===== config.mk =====
export PLATFORM = sky130hd
export DESIGN_NAME = pipe_stage_skid_flat
export DESIGN_NICKNAME = d
export VERILOG_FILES = /design/src/rtl/pipe_stage_skid_if.sv /design/src/rtl/pipe_stage_skid.sv /design/src/flat_wrapper.sv
export SDC_FILE = /design/constraint.sdc
export NUM_CORES = 1
export LEC_CHECK = 0
export BUFFER_PORTS_ARGS = -buffer_cell sky130_fd_sc_hd__buf_4
export CORE_MARGIN = 4
export CORE_UTILIZATION = 58
export DETAILED_ROUTE_END_ITERATION = 10
export PLACE_DENSITY = 0.85
export SYNTH_ARGS = -nofsm -noshare
export SYNTH_HDL_FRONTEND = slang
export SYNTH_SLANG_ARGS = --single-unit

===== constraint.sdc =====
create_clock -name clk -period 4.8 [get_ports clk]
set_clock_uncertainty 0.05 [all_clocks]
set_input_delay 1.44 -clock clk [delete_from_list [all_inputs] [get_ports clk]]
set_output_delay 1.44 -clock clk [all_outputs]
set_load 0.01 [all_outputs]

===== src/rtl/pipe_stage_skid_if.sv =====
// Handshake bundle between IF, the skid stage and ID.
// The slave modport is the stage's view; the master modport is the driver/monitor view.
interface pipe_stage_skid_if #(
    parameter int N  = 32,
    parameter int CW = 16
);
    logic          in_valid;
    logic          in_ready;
    logic [N-1:0]  pc_in;
    logic [N-1:0]  instr_in;
    logic          flush;
    logic          out_valid;
    logic          out_ready;
    logic [N-1:0]  pc_out;
    logic [N-1:0]  instr_out;
    logic [CW-1:0] stall_cnt;

    modport slave (
        input  in_valid, pc_in, instr_in, flush, out_ready,
        output in_ready, out_valid, pc_out, instr_out, stall_cnt
    );

    modport master (
        output in_valid, pc_in, instr_in, flush, out_ready,
        input  in_ready, out_valid, pc_out, instr_out, stall_cnt
    );
endinterface


===== src/rtl/pipe_stage_skid.sv =====
// IF/ID pipeline stage with a main register and a one-entry skid buffer.
// in_ready is registered, so upstream never sees a combinational path from out_ready.
module pipe_stage_skid #(
    parameter int             N    = 32,
    parameter logic [N-1:0]   INIT = '0,
    parameter logic [N-1:0]   NOP  = N'(32'h0000_0013),
    parameter int             CW   = 16
) (
    input  logic              clk,
    input  logic              reset,
    pipe_stage_skid_if.slave  bus
);
    typedef enum logic [1:0] {EMPTY, ONE, TWO} state_e;

    state_e        state_q, state_d;
    logic [N-1:0]  main_pc_q, main_pc_d, main_ins_q, main_ins_d;
    logic [N-1:0]  skid_pc_q, skid_pc_d, skid_ins_q, skid_ins_d;
    logic          in_ready_q;
    logic [CW-1:0] stall_q, stall_d;
    logic          out_valid;
    logic          in_xfer, out_xfer;

    assign out_valid = (state_q != EMPTY);
    assign in_xfer   = bus.in_valid & in_ready_q;
    assign out_xfer  = out_valid & bus.out_ready;

    always_comb begin
        state_d    = state_q;
        main_pc_d  = main_pc_q;
        main_ins_d = main_ins_q;
        skid_pc_d  = skid_pc_q;
        skid_ins_d = skid_ins_q;
        stall_d    = stall_q;

        unique case (state_q)
            EMPTY: begin
                if (in_xfer) begin
                    state_d    = ONE;
                    main_pc_d  = bus.pc_in;
                    main_ins_d = bus.instr_in;
                end
            end
            ONE: begin
                if (in_xfer && out_xfer) begin
                    main_pc_d  = bus.pc_in;
                    main_ins_d = bus.instr_in;
                end else if (in_xfer) begin
                    state_d    = TWO;
                    skid_pc_d  = bus.pc_in;
                    skid_ins_d = bus.instr_in;
                end else if (out_xfer) begin
                    state_d = EMPTY;
                end
            end
            TWO: begin
                if (out_xfer) begin
                    state_d    = ONE;
                    main_pc_d  = skid_pc_q;
                    main_ins_d = skid_ins_q;
                end
            end
            default: state_d = EMPTY;
        endcase

        if (bus.flush) state_d = EMPTY;

        // An empty stage always presents the idle values, whether drained or flushed.
        if (state_d == EMPTY) begin
            main_pc_d  = INIT;
            main_ins_d = NOP;
        end

        if (bus.in_valid && !in_ready_q && (stall_q != '1))
            stall_d = stall_q + CW'(1);
    end

    always_ff @(posedge clk) begin
        if (reset) begin
            state_q    <= EMPTY;
            main_pc_q  <= INIT;
            main_ins_q <= NOP;
            skid_pc_q  <= '0;
            skid_ins_q <= '0;
            in_ready_q <= 1'b0;
            stall_q    <= '0;
        end else begin
            state_q    <= state_d;
            main_pc_q  <= main_pc_d;
            main_ins_q <= main_ins_d;
            skid_pc_q  <= skid_pc_d;
            skid_ins_q <= skid_ins_d;
            in_ready_q <= (state_d != TWO);
            stall_q    <= stall_d;
        end
    end

    assign bus.in_ready  = in_ready_q;
    assign bus.out_valid = out_valid;
    assign bus.pc_out    = main_pc_q;
    assign bus.instr_out = main_ins_q;
    assign bus.stall_cnt = stall_q;
endmodule


===== src/flat_wrapper.sv =====
// flat-port wrapper written by rule: the top's interface ports become plain ports
module pipe_stage_skid_flat 
#(
    parameter int             N    = 32,
    parameter logic [N-1:0]   INIT = '0,
    parameter logic [N-1:0]   NOP  = N'(32'h0000_0013),
    parameter int             CW   = 16
)
  (clk, reset, bus_in_valid, bus_pc_in, bus_instr_in, bus_flush, bus_out_ready, bus_in_ready, bus_out_valid, bus_pc_out, bus_instr_out, bus_stall_cnt);
  pipe_stage_skid_if #(.N(N), .CW(CW)) bus_i ();
  input  logic clk;
  input  logic reset;
  input wire logic [$bits(bus_i.in_valid)-1:0] bus_in_valid;
  input wire logic [$bits(bus_i.pc_in)-1:0] bus_pc_in;
  input wire logic [$bits(bus_i.instr_in)-1:0] bus_instr_in;
  input wire logic [$bits(bus_i.flush)-1:0] bus_flush;
  input wire logic [$bits(bus_i.out_ready)-1:0] bus_out_ready;
  output wire logic [$bits(bus_i.in_ready)-1:0] bus_in_ready;
  output wire logic [$bits(bus_i.out_valid)-1:0] bus_out_valid;
  output wire logic [$bits(bus_i.pc_out)-1:0] bus_pc_out;
  output wire logic [$bits(bus_i.instr_out)-1:0] bus_instr_out;
  output wire logic [$bits(bus_i.stall_cnt)-1:0] bus_stall_cnt;
  assign bus_i.in_valid = bus_in_valid;
  assign bus_i.pc_in = bus_pc_in;
  assign bus_i.instr_in = bus_instr_in;
  assign bus_i.flush = bus_flush;
  assign bus_i.out_ready = bus_out_ready;
  assign bus_in_ready = bus_i.in_ready;
  assign bus_out_valid = bus_i.out_valid;
  assign bus_pc_out = bus_i.pc_out;
  assign bus_instr_out = bus_i.instr_out;
  assign bus_stall_cnt = bus_i.stall_cnt;
  pipe_stage_skid #(.N(N), .INIT(INIT), .NOP(NOP), .CW(CW)) u_core (.clk(clk), .reset(reset), .bus(bus_i));
endmodule

==> results.md, run 1 <==
* Outcome: finished clean
* Nature of the critical path startpoint: flip-flop
* Largest net degree at the start of global routing at 129
* Placed insts at 988
* Number of global-route vias before repair at 5917
* Most used DFF post-synth: dfxtp_1
* Number of CTS-inserted buffers at 17
* Post-DP HPWL at 10400 um
* Detail Route Antenna Nets at 0
* DR pass1 iterations at 5
* #FFs+latches synth at 147
* Vias at 5937
* Biggest area consumer among synthesized cells: dfxtp_1
* Switching Share at 22.0%
* Iter 0 DRT Violations at 508
* Fin nets at 941
* Relative slew slack at 19.2%
* Final Hold Vio Count at 0
* # Max-Cap Violations at 0
* Highest Clock Rate at 340 MHz
* Worst-margin pin slew at 1210 ps
* Sequential fraction of design power at 42.7%
* Max Slew Vio Count at 0
* Final setup viols at 0
* Crit path kind: reg2out
* Clock slew at reported path FFs at 60 ps
* Global route overflow at 0
* Worst Path Required at 3310 ps
* Non-Filler Instances at 1020
* Avg Inst Size Synth at 8.43 um^2
* Clk Latency, worst-skew pair at 520 ps
* Combinational Power Share at 7.1%
* Hold Crit Class: reg2reg
* Antenna diode count at 0
* PwrDens at 360 nW/um^2
* Top Ports at 151
* Tmin final at 2940 ps
* Antenna violations before repair at 0
* Synth cell types at 47
* CTS tree: yes
* Yosys Warn Count at 0
* Clk buf depth at 2
* Root Driver: clkbuf_8
* Final Util at 77.0%
* Register Area at 2940 um^2
* Core area at 10500 um^2
* List of most frequent post-synthesis cells: nand2_1 (259), dfxtp_1 (147), a21oi_1 (75)
* Leakage at 3.13 nW
* Die width at 113 um
* Global-route wire length before repair at 27900 um
* Area contributors post-synth: dfxtp_1 (46%), nand2_1 (15%), a311oi_2 (13%)
* VDD IR max at 209 uV
* Cell with the most instances after synthesis: nand2_1
* EDFF count, synth at 0
* Syn Nets at 823
* Area grow syn2layout at 27.4%
* Share of cells above drive strength 1 at 28.8%
* Starting density of the core at 60.4%
* Crit end category: primary output
* Fillers at 674
* Die ar. at 12700 um^2
* Area share of the leading cell type in the synthesized netlist at 46.3%
* Part of the power in the clock network at 50.2%
* Sequential cell area fraction in the yosys report at 46.3%
* # resized after CTS at 0
* Gpl congestion at 0.874
* Via density at 5.82
* Setup Fix Bufs, Post-CTS at 0
* Fin crit share at 61.3%
* Clk sinks at 147
* Synth Cell Area at 6350 um^2
* Unrepaired setup endpoints after global routing: false
* Cells after Synth at 753
* Routed wire per std cell at 16.5 um
* Sw power at 641 uW
* FFs w/ async S/R, synth at 0%
* Total Routing Usage GR at 26.7%
* I/O Buffers at 150
* Rows at 37
* Internal at 2.27 mW
* Setup TNS at 0 ps
* Crit path DAT at 1450 ps
* CP Max Fanout at 10
* Detailed-route wire length at 16800 um
* Area of the multi-input gates at 3110 um^2
* H-tree levels at 4
* DRC at 0
* Hold bufs inserted after CTS at 0
* Die H at 113 um
-- sequential cells by signal (all words and copies together) (netlist names) --
name and count:
u_core.skid_ins_q 32, u_core.state_q 2, u_core.skid_pc_q 32, u_core.bus.stall_cnt 16, u_core.bus.in_ready 1, u_core.bus.pc_out 32
u_core.bus.instr_out 32
-- through the flow --
step / total power [mW] / instance area, um^2 / setup WS, ps / hold slack, ps
floorplan: 1.39 / 6350 / 2210 / 387
global route: 3.00 / 8090 / 1770 / 419
CTS: 2.92 / 8090 / 1850 / 406
finish: 2.91 / 8090 / 1860 / 405
global placement: 1.46 / 7430 / 1440 / 392
detailed placement: 1.47 / 7430 / 1370 / 397
-- final cells by class --
class | instances | share of cell area [%]
multi-input combinational | 545 | 38.5
sequential | 147 | 36.4
inverter | 2 | 0.0928
tap | 136 | 2.10
clock buffer | 20 | 5.26
timing repair buffer | 158 | 14.8
clock inverter | 12 | 2.85
-- power by group through the flow --
stage                     combinational, mW  sequential [mW]  clock, mW
final                                 0.207             1.24       1.46
after global routing                  0.226             1.24       1.53
after CTS                             0.206             1.24       1.47
after detailed placement              0.203             1.27          0
after global placement                0.196             1.27          0
after floorplan                       0.121             1.27          0
-- worst max-delay path, cell delays in order (launching register included) --
cell	delay, ps
dfxtp_1	520
or2_1	250
buf_4	150
-- final timing paths --
path | from | to | slack, ps | depth (start not counted)
worst max-delay path | u_core.state_q[1]$_SDFF_PP0_ | bus_out_valid | 1860 | 2
worst min register to register | u_core.skid_ins_q[23]$_SDFFE_PP0P_ | u_core.skid_ins_q[23]$_SDFFE_PP0P_ | 400 | 2
worst max register to register | u_core.bus.in_ready$_SDFF_PP0_ | u_core.skid_ins_q[2]$_SDFFE_PP0P_ | 2520 | 4
worst min-delay path | u_core.skid_ins_q[23]$_SDFFE_PP0P_ | u_core.skid_ins_q[23]$_SDFFE_PP0P_ | 400 | 2
-- cells in the final DEF, fill, tap and decap left out, types with 6 or more instances in the layout --
cell,netlist,routed
nand2_1,259,259
nor2_1,71,71
bufinv_16,0,6
o21ai_0,11,11
dfxtp_1,147,147
a21oi_1,75,75
buf_4,4,157
or3_1,7,6
a311oi_2,56,56
clkbuf_16,0,16
-- cells by family (layout without fill, tap and decap cells) --
family | Yosys count | in the layout | synth area share (%)
muxes | 2 | 2 | 0.335
DFF | 147 | 147 | 46.3
adders and majority gates | 1 | 1 | 0.197
buffers and inverters | 61 | 192 | 5.06
and+or+nand+nor | 379 | 379 | 25.3
xor gates and xnor gates | 1 | 1 | 0.138
AOI/OAI and AO/OA | 162 | 162 | 22.6
-- per-layer routing --
layer | track usage (%) | wire length [um] | vias to the layer above
li1 | - | - | 2817
met1 | 31.1 | 6580 | 2852
met2 | 47.5 | 8750 | 235
met3 | 6.58 | 1180 | 33
met4 | 9.29 | 322 | 0
met5 | 0 | 0 | -
Note: power is estimated with default switching activity, not from simulation.
==> inputs of run 2 (changes only) <==
CORE_UTILIZATION = 54   (was 58)
PLACE_DENSITY = 0.8   (was 0.85)
clock period = 3.03 ns   (was 4.8 ns; I/O delays follow)
==> results.md, run 2 (synthesis results as in run 1) <==
* Outcome: finished clean
* Fin nets at 943
* Met2 Use GR at 39.4%
* Share of cells above drive strength 1 at 29.2%
* VDD IR max at 369 uV
* Die width at 116 um
* Critical path's largest stage delay at 530 ps
* CP Max Fanout at 10
* Area of the multi-input gates at 3110 um^2
* Antenna violations before repair at 0
* Relative slew slack at 49.7%
* Post-DP HPWL at 10500 um
* Final Hold Vio Count at 0
* Iter 0 DRT Violations at 427
* Total Routing Usage GR at 23.1%
* Number of global-route vias before repair at 5466
* Critical-path cell list: or2_1 -> buf_4
* Global-route wire length before repair at 25100 um
* Hold Crit Class: reg2reg
* Nature of the critical path startpoint: flip-flop
* Placed insts at 997
* Vias at 5800
* Fin area at 8040 um^2
* Setup TNS at 0 ps
* Final setup viols at 0
* Area after DPL at 7490 um^2
* DR pass1 iterations at 5
* # resized after CTS at 0
* Leakage at 3.09 nW
* I/O Buffers at 150
* Worst Path Required at 2070 ps
* Root Driver: clkbuf_16
* Core area at 11500 um^2
* Rows at 39
* Unrepaired setup endpoints after global routing: false
* Highest Clock Rate at 436 MHz
* Largest net degree at the start of global routing at 73
* CP bufs+invs at 1
* Crit end category: primary output
* Layer with the highest usage: met2
* Routed wire per std cell at 15.5 um
* Clk sinks at 147
* Hold bufs inserted after CTS at 0
* Met3 GRT Util at 6.79%
* Die ar. at 13600 um^2
* Clk Latency, worst-skew pair at 410 ps
* # Max-Cap Violations at 0
* Gpl congestion at 0.880
* Tmin final at 2290 ps
* Crit path kind: reg2out
* Clock slew at reported path FFs at 60 ps
* GRT met1 Usage at 27.5%
* Area grow syn2layout at 26.6%
* Top Ports at 151
* Detailed-route wire length at 15900 um
* Starting density of the core at 55.4%
* Hold Slack at 403 ps
* DRC at 0
* Via density at 5.64
* PwrDens at 524 nW/um^2
* Register Area at 2940 um^2
* Clk buf depth at 2
* Fin crit share at 75.7%
* CTS tree: yes
* Crit path max-delay cell type: dfxtp_1
* Fillers at 867
* Antenna diode count at 0
* Max Slew Vio Count at 0
* Most frequent cells in the layout: nand2_1 (259), buf_4 (156), dfxtp_1 (147)
* Non-Filler Instances at 1029
* Detail Route Antenna Nets at 0
* Most common cell after layout, fill and taps aside: nand2_1
* Crit path max-delay family: flip-flops
* Worst-margin pin slew at 755 ps
* Crit path DAT at 1340 ps
* Die H at 116 um
* Global route overflow at 0
* H-tree levels at 4
* Setup Fix Bufs, Post-CTS at 0
* Number of CTS-inserted buffers at 17
## run 2: cell count changes in the layout (fill, tap and decap cells not counted), moves of 2 or more
cell        delta
buf_12         +3
bufinv_16      -5
clkbuf_1       -2
clkinv_4       -4
clkinvlp_4     +4
clkinv_2       +6
## run 2: report_power, final
group          internal, mW  leakage (nW)  switching, mW
sequential             1.95          1.19         0.0135
clock                  1.12         0.254          0.798
combinational         0.133          1.65          0.195
total                  3.21          3.09           1.01
## run 2: layout make-up
class | count | area share (%)
sequential | 147 | 36.6
clock inverter | 14 | 1.42
multi-input combinational | 545 | 38.7
timing repair buffer | 160 | 15.6
clock buffer | 18 | 5.34
inverter | 2 | 0.0934
tap | 143 | 2.23
## run 2: worst register-to-register path, cell delays in order (launching register included)
cell	delay, ps
dfxtp_1	400
nand2b_2	650
buf_4	470
nand2_1	150
a311oi_2	300
## run 2: per-stage QoR
stage / setup slack [ps] / power (mW) / utilization (%)
after floorplan: 971 / 2.20 / -
final: 736 / 4.21 / 70.1
after global placement: 671 / 2.33 / 65.3
after CTS: 735 / 4.23 / 70.1
after detailed placement: 613 / 2.34 / 65.3
after global routing: 657 / 4.34 / 70.1
## run 2: routing by layer
layer / vias up / routed length (um)
met2: 216 / 7890
met1: 2728 / 6490
met3: 27 / 1210
met4: 0 / 314
met5: - / 0
li1: 2829 / -
## run 2: final timing paths
kind | from | to | slack, ps | cells after the start
setup / recovery | u_core.state_q[1]$_SDFF_PP0_ | bus_out_valid | 740 | 2
hold / removal | u_core.skid_pc_q[28]$_SDFFE_PP0P_ | u_core.skid_pc_q[28]$_SDFFE_PP0P_ | 400 | 2
setup reg to reg | u_core.state_q[0]$_SDFF_PP0_ | u_core.bus.pc_out[5]$_SDFFE_PP0P_ | 930 | 4
hold reg to reg | u_core.skid_pc_q[28]$_SDFFE_PP0P_ | u_core.skid_pc_q[28]$_SDFFE_PP0P_ | 400 | 2
